--- config.mk ---
export PLATFORM = sky130hd
export DESIGN_NAME = bht_predictor
export DESIGN_NICKNAME = d
export VERILOG_FILES = /design/src/rtl/bht_predictor_pkg.sv /design/src/rtl/bht_predictor_sat_cell.sv /design/src/rtl/bht_predictor.sv
export SDC_FILE = /design/constraint.sdc
export NUM_CORES = 1
export LEC_CHECK = 0
export BUFFER_PORTS_ARGS = -buffer_cell sky130_fd_sc_hd__buf_2
export CORE_AREA = 2 2 91 93
export DETAILED_ROUTE_END_ITERATION = 8
export DIE_AREA = 0 0 93 95
export GPL_ROUTABILITY_DRIVEN = 0
export PLACE_DENSITY = 0.75
export SYNTH_ARGS = -nofsm -noshare
export SYNTH_HDL_FRONTEND = slang
export SYNTH_SLANG_ARGS = --single-unit
--- constraint.sdc ---
create_clock -name clk -period 2.33 [get_ports clk]
set_input_delay 0.233 -clock clk [delete_from_list [all_inputs] [get_ports clk]]
set_output_delay 0.233 -clock clk [all_outputs]
set_load 0.02 [all_outputs]
--- src/rtl/bht_predictor_pkg.sv ---
// bp_pkg: default predictor geometry and the PC/history index hash.
package bp_pkg;
    localparam int N_DEF = 2;
    localparam int IDX_W_DEF = 4;
    localparam int HIST_W_DEF = 0;
    // Drops the byte offset, folds in history, then keeps the low idx_w bits.
    function automatic logic [31:0] bp_hash(input logic [31:0] pc, input logic [31:0] hist, input int idx_w);
        return ((pc >> 2) ^ hist) & ((32'd1 << idx_w) - 32'd1);
    endfunction
endpackage

--- src/rtl/bht_predictor_sat_cell.sv ---
// sat_cell: next value of one saturating counter, and whether that value sits at either rail.
module sat_cell #(
    parameter int N = 2
) (
    input  logic [N-1:0] count,
    input  logic         inc,
    input  logic         en,
    output logic [N-1:0] next,
    output logic         sat
);
    localparam logic [N-1:0] MAX = '1;
    assign next = !en ? count : inc ? (count == MAX ? count : count + 1'b1) : (count == '0 ? count : count - 1'b1);
    assign sat = next == '0 || next == MAX;
endmodule

--- src/rtl/bht_predictor.sv ---
// bht_predictor: flop-based table of saturating counters, bimodal or gshare indexed,
// with 1-cycle registered lookup, write-first forwarding and a saturating miss counter.
module bht_predictor
    import bp_pkg::*;
#(
    parameter int N = N_DEF,
    parameter int IDX_W = IDX_W_DEF,
    parameter int HIST_W = HIST_W_DEF,
    parameter int INIT = 2**(N-1)-1
) (
    input  logic        clk,
    input  logic        reset,
    input  logic        pred_req,
    input  logic [31:0] pred_pc,
    output logic        pred_valid,
    output logic        prediction,
    output logic        pred_strong,
    input  logic        branch,
    input  logic [31:0] upd_pc,
    input  logic        taken,
    output logic [15:0] miss_count
);
    localparam int ENTRIES = 2**IDX_W;
    localparam int GW = HIST_W > 0 ? HIST_W : 1;
    logic [N-1:0] cnt [ENTRIES];
    logic [N-1:0] nxt [ENTRIES];
    logic [ENTRIES-1:0] sat;
    logic [GW-1:0] ghr;
    logic [31:0] hist;
    logic [IDX_W-1:0] p_idx;
    logic [IDX_W-1:0] u_idx;
    logic miss;

    assign hist = HIST_W > 0 ? 32'(ghr) : 32'd0;
    assign p_idx = IDX_W'(bp_hash(pred_pc, hist, IDX_W));
    assign u_idx = IDX_W'(bp_hash(upd_pc, hist, IDX_W));
    assign miss = branch && (cnt[u_idx][N-1] != taken);

    // Lookups read each cell's next value, which gives write-first forwarding for free.
    for (genvar i = 0; i < ENTRIES; i++) begin : g_cell
        sat_cell #(.N(N)) u_cell (
            .count(cnt[i]),
            .inc  (taken),
            .en   (branch && u_idx == IDX_W'(i)),
            .next (nxt[i]),
            .sat  (sat[i])
        );
        always_ff @(posedge clk or negedge reset) begin
            if (!reset) cnt[i] <= N'(INIT);
            else cnt[i] <= nxt[i];
        end
    end

    always_ff @(posedge clk or negedge reset) begin
        if (!reset) begin
            ghr <= '0;
            pred_valid <= 1'b0;
            prediction <= 1'b0;
            pred_strong <= 1'b0;
            miss_count <= '0;
        end else begin
            pred_valid <= pred_req;
            if (pred_req) begin
                prediction <= nxt[p_idx][N-1];
                pred_strong <= sat[p_idx];
            end
            if (branch && HIST_W > 0) ghr <= GW'({ghr, taken});
            if (miss && miss_count != 16'hFFFF) miss_count <= miss_count + 16'd1;
        end
    end
endmodule

==> results_dict.tcl, run 1 <==
set metrics [dict create \
    ys_ff_latch 51 \
    root_buffer "clkbuf_8" \
    wl_per_cell_um 16.94 \
    timing.fmax_ghz 0.4143 \
    syn_to_final_growth_pct 24.65 \
    rows 33 \
    synth_top_area_share_pct 23.60 \
    path_class "flop to flop" \
    antenna_found_initial 0 \
    maxSlewViolCount 0 \
    synth.most_common_cell "nand2_1" \
    irDropWorstVdd_mv 0.5279 \
    grt_max_degree 34 \
    drt_drc_violations_left 0 \
    worstSetupEndpointType "flop" \
    track_usage_pct 24.62 \
    finClkSkew_ps 11.62 \
    crit_path_start_kind "flop" \
    p_sw_mw 0.8878 \
    io_buffer_count 31 \
    finalSetupViolCount 7 \
    start_util_pct 46.81 \
    maxCapViolations 0 \
    fin_nets 584 \
    first_iter_violations 316 \
    drt_first_pass_iters 7 \
    powerDensity_nw_per_um2 544.1 \
    tightest_slew_ps 666.9 \
    synthTopCellsByArea "dfrtp_1 24%, dfstp_2 11%, nand2_1 5.0%" \
    ios 88 \
    ff2ff_path_depth 7 \
    outcome "complete, but fails checks" \
    arrival_ps 2620 \
    ys_warn_count 0 \
    yosysUniqueCellTypes 64 \
    final_core_util_pct 58.35 \
    maxSlewHeadroom_pct 55.34 \
    violations "negative setup slack" \
    synth_common_cells "49 x nand2_1, 43 x nor2_1, 36 x a21oi_1" \
    comb_power_share_pct 27.8 \
    worstHoldPathCells 1 \
    path_clk_slew_ps 100 \
    synth_ff_type "dfrtp_1" \
    first_global_vias 3541 \
    fp.dieArea_um2 8835 \
    cts_tree "built" \
    synthCells 448 \
    overflow 0 \
    yosysSeqAreaShare_pct 34.93 \
    ant_nets 0 \
    wirelength_mm 10.50 \
    synth-edff-count 0 \
    worstPathRequired_ps 2540 \
    vias 3791 \
    final-hold-violation-count 0 \
    drive_above_1_share_pct 29.32 \
    antenna_cells 0 \
    viasPerCell 6.115 \
    cts.sinks 51 \
    syn_area_um2 3711 \
    fp.dieW_um 93 \
    grt_pass1_wl_mm 17.19 \
    clk_latency_ps 320 \
    worst_slack_ps -83.51 \
    clockBufferDepth 2 \
    sw_frac_of_total_pct 35.27 \
    ctsHtreeMaxLevel 2 \
    power.share.clock_pct 25.3 \
    avgSynthCellArea_um2 8.284 \
    pwr-share-seq_pct 46.9 \
    dp_hpwl_mm 7.676 \
    hold_slack_ps 116.1 \
    p_leak_nw 1.924 \
    cts_made_buffers 5 \
    die_h_um 95 \
    worst-path-max-fanout 7 \
    coreArea_um2 7928 \
    synth_fp_nets 518 \
    min_period_ps 2414 \
    yosys.area.top_type "dfrtp_1" \
    final.period_utilization_pct 103.6 \
    async_flop_share_pct 100.0 \
    hold_class "input pin to flop" \
    internal_power_mw 1.629 \
    rsz0062_at_grt "yes" \
]
## through the flow
stage | total power [mW] | TNS, ps | area (um^2) | setup slack, ps | std cells
detailed placement | 1.828 | -2840 | 4368 | -270.9 | 611
global placement | 1.800 | -2342 | 4368 | -216.8 | 611
global route | 2.644 | -1258 | 4626 | -151.1 | 620
floorplan | 1.575 | 0 | 3737 | 4.060 | 448
finish | 2.517 | -286.5 | 4626 | -83.51 | 620
CTS | 2.496 | -442.1 | 4588 | -67.36 | 621
## flip-flops by register name, indices dropped and copies added (netlist names)
signal	count
cnt	32
prediction	1
miss_count	16
pred_valid	1
pred_strong	1
## layer usage
layer,wire length [um],global-route usage (%),vias to the layer above,part of all wire (%)
met5,0,0,-,0
met4,286,9.069,0,2.7
met3,678,3.831,27,6.5
met2,5192,42.09,151,49
met1,4345,31.69,1814,41
li1,-,-,1799,-
## path summary, 6_finish.rpt
path	startpoint	end	slack [ps]
setup / recovery	cnt[9]	miss_count[1]	-80
hold / removal	pred_req	pred_valid	120
setup reg to reg	cnt[9]	miss_count[1]	-80
hold reg to reg	miss_count[15]	miss_count[15]	510
max in group asynchronous	reset	cnt[24]	1300
min in group asynchronous	reset	cnt[21]	400
## timing repair
action | CTS | global route
pin swaps | 8 | 12
resized for setup | 15 | 11
hold buffers | 1 | 0
endpoints found under the setup margin | 15 | 17
hold endpoints to repair | 10 | 0
buffers inserted | 1 | 1
## critical path, cell delays in order, from the launching register on
cell      delay [ps]
dfrtp_1          420
mux4_2           470
a22o_1           260
a221oi_4         250
xnor2_2          190
o311ai_4         210
buf_6            210
mux2_4           300
## power groups by stage
stage	sequential [mW]	clock, mW	combinational, mW
floorplan	1.20	0	0.372
global placement	1.18	0	0.620
detailed placement	1.19	0	0.637
CTS	1.18	0.651	0.669
global route	1.21	0.675	0.763
finish	1.18	0.638	0.699
## layout by cell type, fill, tap and decap left out, types with 6 or more instances in the layout
cell / count
nand4_1: 7
nor2_1: 39
dfstp_2: 16
nand3_1: 22
buf_2: 31
xor2_1: 11
nor2b_1: 6
nand2_1: 49
xnor2_1: 10
dfrtp_1: 35
o31ai_1: 7
o21ai_0: 23
inv_1: 9
buf_4: 61
a211oi_1: 6
and2_1: 6
a21oi_1: 36
a31oi_1: 15
o211ai_1: 10
## kinds of logic (layout without fill, tap and decap cells)
group                      Yosys count  count (layout)  synth area share, %
DFF                                 51              51                34.93
AOI/OAI and AO/OA                  141             141                25.93
adders and majority gates            1               1               0.3371
buffers and inverters               49             116                5.731
and+or+nand+nor                    174             174                22.99
xor gates and xnor gates            22              22                5.192
muxes                               10              10                4.889
## cell type report
cell class | instances | area, um^2
inverter | 10 | 37.54
multi-input combinational | 348 | 2342
timing repair buffer | 98 | 705.7
fill | 705 | 3302
clock buffer | 5 | 68.82
sequential | 51 | 1296
tap | 105 | 131.4
clock inverter | 3 | 43.79
(Power assumes the default switching activity.)
==> inputs of run 2 (changes only) <==
Settings changed: GPL_TIMING_DRIVEN from default to 0.
==> results_dict.tcl, run 2 (synthesis gave the netlist of run 1 again) <==
set metrics [dict create \
    outcome "complete, but fails checks" \
    violations "negative setup slack" \
    fp.dieArea_um2 8835 \
    power_mw 2.623 \
    cts.sinks 51 \
    maxSlewViolCount 0 \
    maxSlewHeadroom_pct 20.98 \
    clk_latency_ps 320 \
    grt_max_degree 52 \
    drt_first_pass_iters 5 \
    vias 3903 \
    largest_register_ff_count 32 \
    rows 33 \
    wl_per_cell_um 18.84 \
    root_buffer "clkbuf_8" \
    powerDensity_nw_per_um2 600.4 \
    top_register "cnt" \
    syn_to_final_growth_pct 17.70 \
    viasPerCell 6.527 \
    path_class "flop to flop" \
    min_period_ps 2471 \
    timing.fmax_ghz 0.4048 \
    dp_hpwl_mm 7.632 \
    fin_nets 562 \
    first_iter_violations 396 \
    drt_drc_violations_left 0 \
    antenna_found_initial 0 \
    worstSetupEndpointType "flop" \
    die_h_um 95 \
    start_util_pct 46.81 \
    r2r-end "miss_count[9]" \
    fp.dieW_um 93 \
    ios 88 \
    top_regs "cnt: 32 flops, miss_count: 16 flops" \
    coreArea_um2 7928 \
    antenna_cells 0 \
    tightest_slew_ps 1185 \
    finalSetupViolCount 11 \
    r2r_slack_ps -140 \
    overflow 0 \
    worstPathRequired_ps 2580 \
    arrival_ps 2720 \
    p_leak_nw 1.731 \
    finalSetupTns_ps -586.3 \
    grt_pass1_wl_mm 17.94 \
    first_global_vias 3567 \
    worstHoldPathCells 1 \
    cts_made_buffers 5 \
    layout_commonest_cell "nand2_1" \
    clockBufferDepth 2 \
    maxCapViolations 0 \
    cts_tree "built" \
    wirelength_mm 11.27 \
    worst-path-max-fanout 7 \
    final.period_utilization_pct 106.0 \
    irDropWorstVdd_mv 0.6069 \
    ant_nets 0 \
    finClkSkew_ps 11.47 \
    io_buffer_count 29 \
    rsz0062_at_grt "yes" \
    detailedPlace.worstSlack_ps -422.2 \
    layout_common_cells "49 x nand2_1, 41 x nor2_1, 36 x a21oi_1" \
    r2r_start "cnt[13]" \
    drive_above_1_share_pct 23.94 \
    min_from "pred_req" \
    ctsHtreeMaxLevel 2 \
    crit_path_start_kind "flop" \
    min_to "pred_valid" \
    final_core_util_pct 55.10 \
    track_usage_pct 25.76 \
    worst_slack_ps -140.6 \
    fill_cells 734 \
    ff2ff_path_depth 7 \
    path_clk_slew_ps 110 \
    final-hold-violation-count 0 \
    hold_class "input pin to flop" \
]
## run 2: through the flow
step	instance area [um^2]	hold slack (ps)	std cells
4_1_cts	4293	104.3	594
2_1_floorplan	3737	-62.59	448
5_1_grt	4368	103.1	598
6_report	4368	108.1	598
3_3_place_gp	4014	438.5	582
3_5_place_dp	4014	441.7	582
## run 2: worst max-delay path by stage
stage | start | end | slack (ps) | cells past startpoint
2_1_floorplan | cnt[29] | miss_count[7] | 4 | 9
3_3_place_gp | taken | pred_strong | -410 | 10
3_5_place_dp | taken | pred_strong | -420 | 10
4_1_cts | cnt[13] | miss_count[7] | -70 | 8
5_1_grt | cnt[13] | miss_count[14] | -150 | 8
6_report | cnt[13] | miss_count[9] | -140 | 7
## run 2: timing repair
action,CTS,global route
setup endpoints to repair,16,17
hold endpoints to repair,0,0
gates cloned,1,0
resized for setup,25,17
setup buffers,9,5
pin swaps,9,11
hold buffers,0,0
## run 2: layout make-up
class | instances | area, um^2 | area share [%]
Timing Repair Buffer | 44 | 265.3 | 6.073
Clock buffer | 5 | 68.82 | 1.575
Tap cell | 105 | 131.4 | 3.008
Multi-Input combinational cell | 348 | 2336 | 53.48
Buffer | 32 | 155.1 | 3.552
Inverter | 10 | 37.54 | 0.8594
Clock inverter | 3 | 67.56 | 1.547
Sequential cell | 51 | 1306 | 29.91
## run 2: where the power goes
part / switching [mW] / total, mW / leakage, nW / internal, mW
Clock: 0.331 / 0.760 / 0.0644 / 0.429
Sequential: 0.143 / 1.16 / 0.611 / 1.02
Combinational: 0.437 / 0.701 / 1.06 / 0.264
Total: 0.911 / 2.62 / 1.73 / 1.71
## run 2: layer usage
| metal | vias to the layer above | track usage (%) | share of wire [%] |
|---|---|---|---|
| met5 | - | 0 | 0 |
| li1 | 1768 | - | - |
| met4 | 0 | 11.27 | 3.2 |
| met1 | 1871 | 32.08 | 40 |
| met2 | 218 | 44.14 | 50 |
| met3 | 46 | 4.310 | 7.5 |
## run 2: critical path, stage by stage (launching register included)
cell and delay, ps:
dfrtp_2 440, mux4_2 470, a22o_1 260, a221oi_4 260, xnor2_2 190, o311ai_4 210
nor4_1 400, xnor2_1 170
==> inputs of run 3 (changes only) <==
Settings changed: CORE_AREA 2 2 91 93 to 2 2 87 89, DIE_AREA 0 0 93 95 to 0 0 89 91, SYNTH_HIERARCHICAL from default to 1.
==> results_dict.tcl, run 3 <==
set metrics [dict create \
    outcome "complete, but fails checks" \
    violations "negative setup slack" \
    drt_drc_violations_left 0 \
    layout_commonest_cell "dfrtp_1" \
    synth-edff-count 0 \
    irDropWorstVdd_mv 0.2611 \
    hold_class "input pin to flop" \
    grt_max_degree 82 \
    r2r_start "cnt[17]" \
    yosysUniqueCellTypes 35 \
    antenna_cells 0 \
    syn_area_um2 3368 \
    ctsHoldBuffers 0 \
    cts_tree "built" \
    path_class "input pin to flop" \
    synth.most_common_cell "dfrtp_1" \
    detailedPlace.worstSlack_ps -725.7 \
    rows 31 \
    ys_warn_count 6 \
    viasPerCell 5.660 \
    path_clk_slew_ps 110 \
    finalSetupViolCount 14 \
    async_flop_share_pct 100.0 \
    clk_latency_ps 310 \
    top_register "cnt" \
    p_leak_nw 1.877 \
    synth_ff_type "dfrtp_1" \
    ctsHtreeMaxLevel 2 \
    maxCapViolations 0 \
    synthTopCellsByArea "dfrtp_1 26%, dfstp_2 12%, mux4_2 10%" \
    arrival_ps 2680 \
    finClkSkew_ps 18.20 \
    layout_common_cells "35 x dfrtp_1, 32 x inv_1, 32 x mux2i_1" \
    drive_above_1_share_pct 29.11 \
    io_buffer_count 25 \
    crit_path_start_kind "input pin" \
    tightest_slew_ps 1152 \
    final.period_utilization_pct 105.9 \
    ios 88 \
    drt_first_pass_iters 4 \
    maxSlewViolCount 0 \
    vias 2660 \
    first_iter_violations 141 \
    antenna_found_initial 0 \
    worst_slack_ps -136.8 \
    hold_slack_ps 62.42 \
    synth_top_area_share_pct 26.00 \
    overflow 0 \
    final-hold-violation-count 0 \
    track_usage_pct 18.19 \
    ant_nets 0 \
    yosys.area.top_type "dfrtp_1" \
    fp.dieW_um 89 \
    coreArea_um2 7137 \
    worst-path-max-fanout 6 \
    wirelength_mm 7.316 \
    clockBufferDepth 2 \
    rsz0062_at_grt "yes" \
    fin_nets 440 \
    synthCells 331 \
    cts_made_buffers 5 \
    fp.dieArea_um2 8099 \
    worstPathRequired_ps 2540 \
    powerDensity_nw_per_um2 517.3 \
    syn_to_final_growth_pct 17.72 \
    first_global_vias 2441 \
    maxSlewHeadroom_pct 23.20 \
    avgSynthCellArea_um2 10.18 \
    timing.fmax_ghz 0.4054 \
    top_regs "cnt: 32 flops, miss_count: 16 flops" \
    crit_start "branch" \
    wl_per_cell_um 15.57 \
    synth_fp_nets 401 \
    ys_ff_latch 51 \
    worstSetupEndpointType "flop" \
    synth_common_cells "35 x dfrtp_1, 32 x inv_1, 32 x mux2i_1" \
    fill_cells 623 \
    root_buffer "clkbuf_8" \
    start_util_pct 47.19 \
    largest_register_ff_count 32 \
    dp_hpwl_mm 5.030 \
    final_core_util_pct 55.56 \
    min_period_ps 2467 \
    cts.sinks 51 \
    yosysSeqAreaShare_pct 38.48 \
    min_from "pred_req" \
    die_h_um 91 \
    grt_pass1_wl_mm 11.70 \
]
run 3: cell types whose count changed after synthesis, moves of 12 or more:
cell,change
o21ai_0,-23
or2b_1,+16
nand3_1,-17
mux2i_1,+30
nand2_1,-25
o22ai_1,+14
nor2_1,-29
inv_1,+23
a31oi_1,-15
o221ai_1,+12
clkbuf_1,-22
a21oi_1,-20
run 3: final timing paths:
check | end | slack [ps] | cells past startpoint
max | pred_strong | -140 | 10
min | pred_valid | 60 | 1
max reg2reg | miss_count[10] | -140 | 6
min reg2reg | miss_count[9] | 480 | 1
max in group asynchronous | cnt[9] | 1470 | 1
min in group asynchronous | miss_count[3] | 140 | 1
run 3: cells by family after synthesis:
family                     synth area share, %
muxes                                    20.88
DFF                                      38.48
adders and majority gates               0.3714
and+or+nand+nor                          17.31
buffers and inverters                    4.792
xor gates and xnor gates                 8.284
AOI/OAI and AO/OA                        9.881
run 3: worst max-delay path, cell delays in order:
cell and delay [ps]:
buf_8 80, buf_8 100, or3b_4 410, buf_4 160, nor2_4 130, mux2i_1 230, xnor2_1 90, mux4_2 480
mux4_2 480, mux2_4 270
run 3: metrics by stage:
stage               instances  power [mW]  area [um^2]  setup TNS, ps
finish                    470       2.051         3965          -1068
global route              470       2.148         3965          -2585
CTS                       465       2.061         3899         -236.0
detailed placement        455       1.399         3682          -1407
global placement          455       1.384         3682          -1281
floorplan                 331       1.259         3433         -464.6
run 3: layout make-up:
cell class,count,area [um^2],share of cell area (%)
tap,99,123.9,3.124
clock buffer,5,68.82,1.736
buffer,8,77.57,1.956
inverter,32,120.1,3.029
sequential,51,1296,32.69
multi-input combinational,240,2043,51.53
clock inverter,3,47.55,1.199
timing repair buffer,32,187.7,4.733
run 3: report_power, final:
part           internal [mW]  switching (mW)
combinational          0.156           0.236
clock                  0.326           0.316
sequential             0.948          0.0700
total                   1.43           0.622
run 3: metal layers:
| layer | share of wire, % | global-route usage (%) | vias up | wire length, um |
|---|---|---|---|---|
| met5 | 0 | 0 | - | 0 |
| met4 | 0.89 | 3.731 | 0 | 65 |
| met3 | 3.7 | 2.818 | 7 | 273 |
| met2 | 50 | 30.29 | 60 | 3685 |
| met1 | 45 | 25.04 | 1325 | 3290 |
| li1 | - | - | 1268 | - |
run 3: repair_timing:
| item | CTS | global route |
|---|---|---|
| pin swaps | 2 | 3 |
| setup endpoints to repair | 14 | 16 |
| gates resized for setup | 24 | 7 |
| gates cloned | 0 | 1 |
| setup buffers | 2 | 4 |
